[config.mk]
export PLATFORM = sky130hd
export DESIGN_NAME = ka26_fold_ctrl
export DESIGN_NICKNAME = d
export VERILOG_FILES = /design/src/rtl/ka26_fold_ctrl.sv
export SDC_FILE = /design/constraint.sdc
export NUM_CORES = 1
export LEC_CHECK = 0
export ABC_CLOCK_PERIOD_IN_PS = 12200
export CORE_UTILIZATION = 54
export DETAILED_ROUTE_END_ITERATION = 16
export GPL_ROUTABILITY_DRIVEN = 0
export GPL_TIMING_DRIVEN = 0
export MAX_ROUTING_LAYER = met4
export PLACE_DENSITY = 0.79
export SYNTH_ARGS = -nofsm -noshare
export SYNTH_HDL_FRONTEND = slang
export SYNTH_HIERARCHICAL = 1
export SYNTH_SLANG_ARGS = --single-unit
[constraint.sdc]
create_clock -name clk -period 12.2 [get_ports clk]
set_clock_uncertainty 0.15 [all_clocks]
set_input_delay 1.83 -clock clk [delete_from_list [all_inputs] [get_ports clk]]
set_output_delay 1.83 -clock clk [all_outputs]
set_load 0.05 [all_outputs]
[src/rtl/ka26_fold_ctrl.sv]
// 26x26 carry-less multiplier that folds one 13-bit Karatsuba core over three cycles.
// The LO, HI and MID sub-products are XOR-accumulated into a 51-bit result with a 13-bit overlap.

module KA_13bit (
   input  logic [12:0] a,
   input  logic [12:0] b,
   output logic [24:0] p
);

   function automatic logic [12:0] clmul7(input logic [6:0] x, input logic [6:0] y);
      logic [12:0] r;
      r = '0;
      for (int i = 0; i < 7; i++) begin
         if (y[i]) r = r ^ ({6'b0, x} << i);
      end
      return r;
   endfunction

   logic [12:0] pl;
   logic [12:0] ph;
   logic [12:0] pm;

   // One Karatsuba level inside the core: a 7-bit low half and a 6-bit high half.
   always_comb begin
      pl = clmul7(a[6:0], b[6:0]);
      ph = clmul7({1'b0, a[12:7]}, {1'b0, b[12:7]});
      pm = clmul7(a[6:0] ^ {1'b0, a[12:7]}, b[6:0] ^ {1'b0, b[12:7]});
      p  = {12'b0, pl} ^ ({12'b0, pl ^ ph ^ pm} << 7) ^ ({12'b0, ph} << 14);
   end

endmodule

module ka26_fold_ctrl (
   input  logic        clk,
   input  logic        rst,
   input  logic        in_valid,
   output logic        in_ready,
   input  logic [25:0] a,
   input  logic [25:0] b,
   output logic        out_valid,
   input  logic        out_ready,
   output logic [50:0] y,
   output logic        busy
);

   typedef enum logic [2:0] {IDLE, LO, HI, MID, DONE} state_t;

   state_t      state_q, state_d;
   logic [25:0] a_q, a_d;
   logic [25:0] b_q, b_d;
   logic [50:0] acc_q, acc_d;
   logic        out_valid_q, out_valid_d;
   logic        busy_q, busy_d;

   logic [12:0] ka_a;
   logic [12:0] ka_b;
   logic [24:0] p;
   logic [50:0] p_ext;
   logic        accept;

   KA_13bit u_ka (
      .a (ka_a),
      .b (ka_b),
      .p (p)
   );

   assign in_ready  = (state_q == IDLE) || ((state_q == DONE) && out_ready);
   assign accept    = in_valid && in_ready;
   assign out_valid = out_valid_q;
   assign busy      = busy_q;
   assign y         = acc_q;
   assign p_ext     = {26'b0, p};

   always_comb begin
      ka_a        = '0;
      ka_b        = '0;
      state_d     = state_q;
      a_d         = a_q;
      b_d         = b_q;
      acc_d       = acc_q;
      case (state_q)
         LO: begin
            ka_a = a_q[12:0];
            ka_b = b_q[12:0];
         end
         HI: begin
            ka_a = a_q[25:13];
            ka_b = b_q[25:13];
         end
         MID: begin
            ka_a = a_q[12:0] ^ a_q[25:13];
            ka_b = b_q[12:0] ^ b_q[25:13];
         end
         default: ;
      endcase

      // LO overwrites acc, so no explicit clear is needed between products.
      case (state_q)
         IDLE: begin
            if (accept) begin
               state_d = LO;
               a_d     = a;
               b_d     = b;
            end
         end
         LO: begin
            acc_d   = p_ext ^ (p_ext << 13);
            state_d = HI;
         end
         HI: begin
            acc_d   = acc_q ^ (p_ext << 13) ^ (p_ext << 26);
            state_d = MID;
         end
         MID: begin
            acc_d   = acc_q ^ (p_ext << 13);
            state_d = DONE;
         end
         DONE: begin
            if (accept) begin
               state_d = LO;
               a_d     = a;
               b_d     = b;
            end else if (out_ready) begin
               state_d = IDLE;
            end
         end
         default: state_d = IDLE;
      endcase

      out_valid_d = (state_d == DONE);
      busy_d      = (state_d == LO) || (state_d == HI) || (state_d == MID);
   end

   always_ff @(posedge clk or posedge rst) begin
      if (rst) begin
         state_q     <= IDLE;
         a_q         <= '0;
         b_q         <= '0;
         acc_q       <= '0;
         out_valid_q <= 1'b0;
         busy_q      <= 1'b0;
      end else begin
         state_q     <= state_d;
         a_q         <= a_d;
         b_q         <= b_d;
         acc_q       <= acc_d;
         out_valid_q <= out_valid_d;
         busy_q      <= busy_d;
      end
   end

endmodule

### After elaboration in Yosys (flattened, before gate mapping)

Cells that the tools add are included.

* register bits after elaboration: 108
* bits in latches: 0
* memories kept: 0
* input bits: 56
* memory bits (read-only): 0
* bits in writable memories: 0
* word-level logic and storage cells: 78

* reduce and logical (&&, ||, !) cells: 9
* equal/unequal tests: 8
* $mul: 0
* bitwise logic cells: 28
* mux-type cells: 27
* divide/modulo/power cells: 0
* add/subtract/negate cells: 0
* $lt $le $gt $ge: 0
* shift operators: 0

Operator list (number)
* 2-to-1 mux 13 bit: 17
* case mux 51 bit (3 select lines): 1
* case mux 13 bit (3 select lines): 2
* bitwise XOR 13 bit: 6
* bitwise XOR 51 x 38 -> 51 bit: 1
* bitwise XOR 51 bit: 1
* bitwise XOR 13 x 10 -> 13 bit: 3
* bitwise XOR 13 x 11 -> 13 bit: 3
* bitwise XOR 13 x 8 -> 13 bit: 3
* bitwise XOR 13 x 9 -> 13 bit: 3
* bitwise XOR 25 x 38 -> 38 bit: 1
* bitwise XOR 13 x 12 -> 13 bit: 2
* bitwise XOR 20 x 25 -> 25 bit: 1
* bitwise XOR 13 x 20 -> 20 bit: 1
* case mux 3 bit (5 select lines): 1
* 2-to-1 mux 7 bit: 2
* bitwise XOR 7 x 6 -> 7 bit: 2
* bitwise XOR 13 x 7 -> 13 bit: 1
* equality test 3 x 2 -> 1 bit, second input constant: 4
* 2-to-1 mux 3 bit: 3
* equality test 3 x 1 -> 1 bit, second input constant: 2
* equality test 3 bit, second input constant: 2
* 2-to-1 mux 6 bit: 1
* logical NOT 3 bit: 1
* 5 further kinds: 8

### Logic depth before layout (Yosys ltp)

Gate-level depths: netlist of the first run.

* word-level depth: 22
* mapped depth: 15
* depth with buffers taken out: 11

### Modules after synthesis

Netlist of the first run, hierarchy kept.

By module, submodules not included
* ka26_fold_ctrl: area each 5923.2 µm², cells each 583, instances 1, seq. area each 2702.6 µm²
* KA_13bit: area each 2000.7 µm², cells each 283, instances 1, seq. area each 0.0 µm²

### Worst setup path before layout of the first run

No wires, ideal clock.

* path kind: input to output
* start: input out_ready
* end: output in_ready
* data arrival time: 2926 ps
* required time: 10220 ps
* setup slack: 7294 ps
* stages: 2
* path through: nor2b_1 > nor3_1

* word-level cells in the longest chain between the ends: 2

RTL lines
* from (decl): line 41 `input logic out_ready,`
* logical AND 1 bit: line 67 `assign in_ready = (state_q == IDLE) || ((state_q == DONE) && out_ready);`
* logical OR 1 bit: line 67
* to (decl): line 37 `output logic in_ready,`

No other way between the ends.

### Worst setup path in the final report of the first run

Ends and elaborated chain as after synthesis.

==> results.ini, run 1 <==
[synth]
avgSynthCellArea_um2=9.15
syn_area_mm2=0.00792
yosys.area.top_type_share=0.341
ys_ff_latch=108
synth_area_leaders=dfrtp_1 (34%), xnor2_1 (12%), mux2_2 (7.4%), nand2_1 (7.1%), xnor3_1 (4.3%)
synth_xor_area_frac=0.210
synth_ff_type=dfrtp_1
synth-edff-count=0
synth_top_family_by_area=XOR/XNOR gates
syn_nets=922
yosys.cell_types.count=47
async_flop_share=1.00
yosys.area_share.simple=0.205
yosysTopAreaCell=dfrtp_1
synth_cells=866
synthMuxAreaShare=0.0900
synth_compound_area_frac=0.100
synth_seq_area_share=0.341
yosysWarnings=6
synth_fa_ha_area_frac=0

[drt]
route.detailed.drc=0
dr.pass1.iters=5
drt-initial-drc-count=577
wl_per_cell_um=17.3
avgViaCountPerCell=5.66
vias=6634
routed_wirelength_um=20300
drtAntennaViolNets=0

[worst_setup_path]
critPathKind=input pin to output port
endpoint_kind=output port
start_kind=input pin
crit_arrival_ns=3.60
r2r-start=state_q[1]
required_ns=10.22
worstSetupStartpoint=out_ready
ff2ff_path_depth=14
timing.rr.end=y[27]
worst-r2r-setup-slack_ns=6.97
crit_path_end=in_ready
path_max_fanout=3

[die]
die_x_um=123
core_mm2=0.0141
rows=43
dieArea_mm2=0.0152
die_h_um=123
pin_count=110
initial_core_util=0.562

[clocking]
cts.htree.levels=3
clock_latency_ns=0.36
cts_made_buffers=9
cts_buffer_depth=2
cts_sinks=108
cts_setup_buffers=0
cts_resized=0
clkTransAtPathRegs_ns=0.07
cts_tree=done
cts_root_buffer=clkbuf_16
cts_hold_buf=0

[grt]
use_met2=0.450
grtUsageMet3=0.0507
grt_pass1_wl_um=32700
grt_pass1_vias=6230
grt-busiest-layer=met2
grt_overflow=0
use_met1=0.388
antenna_found_initial=0
track_usage=0.292
grt_max_degree=60

[cells_and_area]
area_growth_pct=20.5
final_core_util=0.678
n_fill_cell=1150
num-nets-final=1043
num_antenna_cells=0
drive_gt1_frac=0.148

[sta]
finalSetupViolations=0
tightestPinTransition_ns=1.07
tns_ns=0
slew_violations=0
min_period_ns=5.58
max_freq_ghz=0.179
fin_crit_sh=0.458
hold_violations=0
rsz0062_at_grt=no
maxSlewHeadroom=0.281

[place]
io_buffers=109
hpwl_um=15000

[job]
maxCapViolations=0

[min_path]
hold_path_class=flop to flop

[outcome]
status=completed

## registers in the layout (all words and copies together) (netlist names)
register / flops
a_q: 26
state_q: 3
y: 51
out_valid: 1
b_q: 26
busy: 1
## cell usage in the layout (no fill, tap or decap), types with 20 or more instances in the layout
cell type        count
clkdlybuf4s50_1    109
dfrtp_1            108
or3b_2              20
nor2_1              69
xnor2_1            108
nand2_1            150
mux2_2              52
buf_2               34
a21oi_1             27
nor2b_1             31
o21ai_0             29
xor2_1              36
## layer usage
layer / vias to the layer above / part of all wire
met2: 263 / 0.47
li1: 3144 / -
met1: 3184 / 0.44
met4: 0 / 0.028
met5: - / 0
met3: 43 / 0.067
## critical path: stages
cell and delay (ns):
clkdlybuf4s50_1 0.50, nor2b_1 0.11, nor3_1 0.28, clkdlybuf4s50_1 0.87
## per-stage QoR
step / hold WS (ns) / setup slack (ns) / instance area, um^2 / cells
floorplan: 0.314 / 7.29 / 7920 / 866
global placement: 0.321 / 5.70 / 9240 / 1155
detailed placement: 0.335 / 6.67 / 9270 / 1156
CTS: 0.352 / 6.67 / 9550 / 1172
global route: 0.374 / 6.62 / 9550 / 1172
finish: 0.353 / 6.62 / 9550 / 1172
## cells by family (layout without fill, tap and decap cells)
| kind of cell | Yosys count | count (layout) |
|---|---|---|
| mux | 62 | 62 |
| buf+inv | 85 | 211 |
| xor+xnor | 163 | 163 |
| simple gates | 329 | 329 |
| compound gates | 119 | 119 |
| flops | 108 | 108 |
## how the worst min path moves through the flow
stage	startpoint	end	cells past startpoint
2_1_floorplan	b_q[3]	b_q[3]	1
3_3_place_gp	y[11]	y[11]	2
3_5_place_dp	b_q[3]	b_q[3]	1
4_1_cts	b_q[3]	b_q[3]	1
5_1_grt	b_q[24]	b_q[24]	1
6_report	b_q[3]	b_q[3]	1
## cell usage after synthesis, types with 2 or more instances
library cell,instances
o221ai_1,10
o211ai_1,2
a211o_1,10
and2_1,2
o22a_1,3
nor3b_1,2
nand3b_1,10
a21oi_1,27
nor2_1,69
xnor2_2,4
mux2_2,52
o22ai_1,2
buf_6,3
or3b_2,20
o31ai_1,12
and4_1,2
mux2_4,4
xnor2_1,108
nor3_1,2
nor2b_1,31
nand2_1,150
a2bb2oi_1,10
xor2_1,36
buf_2,34
or4_1,12
and4b_1,2
inv_1,18
xnor3_1,15
clkbuf_1,17
nor4bb_1,2
a32oi_1,2
a211oi_1,11
nand2b_1,19
buf_4,10
dfrtp_1,108
o21ai_0,29
mux2_1,6
## cell type report
class	instances	area, um^2	area share
Timing Repair Buffer	110	1120	0.117
Sequential cell	108	2700	0.283
Clock buffer	12	246	0.0258
Tap cell	180	225	0.0236
Multi-Input combinational cell	673	4800	0.502
Buffer	66	352	0.0368
Clock inverter	4	33.8	0.00354
Inverter	19	73.8	0.00773
Power of run 1 is not shown: default switching activity piles up to over one toggle a cycle in this logic, so the estimate is an artifact.
==> run 2, diff against run 1 <==
--- a/config.mk
+++ b/config.mk
@@ -5,7 +5,7 @@
 export SDC_FILE = /design/constraint.sdc
 export NUM_CORES = 1
 export LEC_CHECK = 0
-export ABC_CLOCK_PERIOD_IN_PS = 12200
+export ABC_CLOCK_PERIOD_IN_PS = 5200
 export CORE_UTILIZATION = 54
 export DETAILED_ROUTE_END_ITERATION = 16
 export GPL_ROUTABILITY_DRIVEN = 0
==> constraint.sdc (replaced) <==
create_clock -name clk -period 5.2 [get_ports clk]
set_clock_uncertainty 0.15 [all_clocks]
set_input_delay 0.78 -clock clk [delete_from_list [all_inputs] [get_ports clk]]
set_output_delay 0.78 -clock clk [all_outputs]
set_load 0.05 [all_outputs]
==> run 2 against run 1 <==
Effect of this change: die area is the same; sequential share of layout area down 0.074 points; worst setup slack got worse by 6.2 ns; hold slack got worse by 0.0026 ns; non-clock buffer count unchanged; global-route usage did not move; sequential cell count stayed put.
==> results.ini, run 2 (synthesis results as in run 1) <==
[cells_and_area]
num_antenna_cells=0  ; unchanged
layout_common_cells=nand2_1 (150), clkdlybuf4s50_1 (109), dfrtp_1 (108)
n_fill_cell=1145  ; -0.43%
drive_gt1_frac=0.152  ; +0.00403
largest_register_ffs=51  ; unchanged
area_growth_pct=20.8
stdcell_count=1172  ; unchanged
num-nets-final=1043  ; unchanged
final_common_cell=nand2_1

[grt]
grt_max_degree=60  ; unchanged
antenna_found_initial=0  ; unchanged
grt_overflow=0  ; unchanged
track_usage=0.292  ; unchanged
grt_pass1_wl_um=32700  ; unchanged
grt_pass1_vias=6230  ; unchanged

[clocking]
clkTransAtPathRegs_ns=0.08  ; about the same
cts_resized=0  ; unchanged
cts_tree=done
cts_buffer_depth=2  ; unchanged
cts_sinks=108  ; unchanged
cts.htree.levels=3  ; unchanged
cts_setup_buffers=0  ; unchanged
cts_hold_buf=0  ; unchanged
cts_root_buffer=clkbuf_16
clock_latency_ns=0.36  ; about the same
cts_made_buffers=9  ; unchanged

[sta]
maxSlewHeadroom=0.286  ; +0.00533
slew_violations=0  ; unchanged
tightestPinTransition_ns=1.06  ; -0.00793 ns
hold_violations=0  ; unchanged
fin_crit_sh=0.926
min_period_ns=4.81
rsz0062_at_grt=no
max_freq_ghz=0.208
finalSetupViolations=0  ; unchanged
timing.hold.ws_ns=0.350  ; -0.00258 ns
setup_ws_ns=0.386  ; -6.23 ns

[place]
dp_cells=1156  ; unchanged
dpl_worst_slack_ns=0.0229  ; -6.65 ns
hpwl_um=15000  ; unchanged
io_buffers=109  ; unchanged

[drt]
drtAntennaViolNets=0  ; unchanged
wl_per_cell_um=17.4  ; +0.29%
dr.pass1.iters=5  ; unchanged
drt-initial-drc-count=626  ; +8.5%
vias=6649  ; +0.23%
routed_wirelength_um=20400  ; +0.29%
avgViaCountPerCell=5.67  ; +0.23%
route.detailed.drc=0  ; unchanged

[die]
die_x_um=123  ; unchanged
initial_core_util=0.562  ; unchanged
core_mm2=0.0141  ; unchanged
die_h_um=123  ; unchanged
dieArea_mm2=0.0152  ; unchanged
pin_count=110  ; unchanged
rows=43  ; unchanged

[worst_setup_path]
path_max_fanout=10  ; +7
start_kind=flop
cp_slowest_cell=xnor2_1
path_cells=buf_2, buf_2, clkbuf_1, clkbuf_1, nor2_1, buf_2, xnor2_1, nor2_1, xnor3_1, xnor2_1, xnor2_1, or3b_2, a211oi_1, a211o_1
critPathKind=flop to flop
required_ns=5.35  ; -4.87 ns
slowest_delay_ns=0.59  ; -0.28 ns
cp_top_family=XOR/XNOR gates
endpoint_kind=flop
crit_arrival_ns=4.97  ; +1.37 ns
critPathBufInv=5  ; +3

[outcome]
status=completed

[min_path]
hold_path_class=flop to flop

[job]
maxCapViolations=0  ; unchanged

[run 2: cell counts in the layout (fill, tap and decap cells not counted)]
Identical to the previous run, type by type.
[run 2: through the flow]
step | area (um^2) | TNS, ns | util
final | 9580 | 0 | 0.679
after global placement | 9240 | -26.28 | 0.656
after floorplan | 7920 | 0 | -
after detailed placement | 9270 | 0 | 0.658
after global routing | 9580 | 0 | 0.679
after CTS | 9550 | 0 | 0.678
[run 2: final cells by class]
type / instances / area (um^2) / area share
clock buffers: 12 / 246 / 0.0257
inverters: 19 / 73.8 / 0.00771
multi-input cells: 673 / 4820 / 0.504
flip-flops and latches: 108 / 2700 / 0.282
well taps: 180 / 225 / 0.0235
plain buffers: 66 / 352 / 0.0367
clock inverters: 4 / 33.8 / 0.00353
repair buffers: 110 / 1120 / 0.117
[run 2: metal layers]
metal / share of wire / GRT usage / wire length, um / vias to the layer above
met4: 0.028 / 0.106 / 578 / 0
met5: 0 / - / 0 / -
met3: 0.076 / 0.0507 / 1540 / 45
met2: 0.46 / 0.450 / 9470 / 285
met1: 0.43 / 0.388 / 8800 / 3173
li1: - / - / - / 3146
[run 2: worst paths after layout]
kind	slack, ns	endpoint	cells past startpoint	start
worst max-delay path	0.39	y[35]	14	state_q[2]
worst min-delay path	0.35	b_q[3]	1	b_q[3]
worst max register to register	0.39	y[35]	14	state_q[2]
worst min register to register	0.35	b_q[3]	1	b_q[3]
max in group asynchronous	3.48	y[47]	3	rst
min in group asynchronous	0.71	a_q[1]	2	rst
Power of run 2 is left out for the same reason.
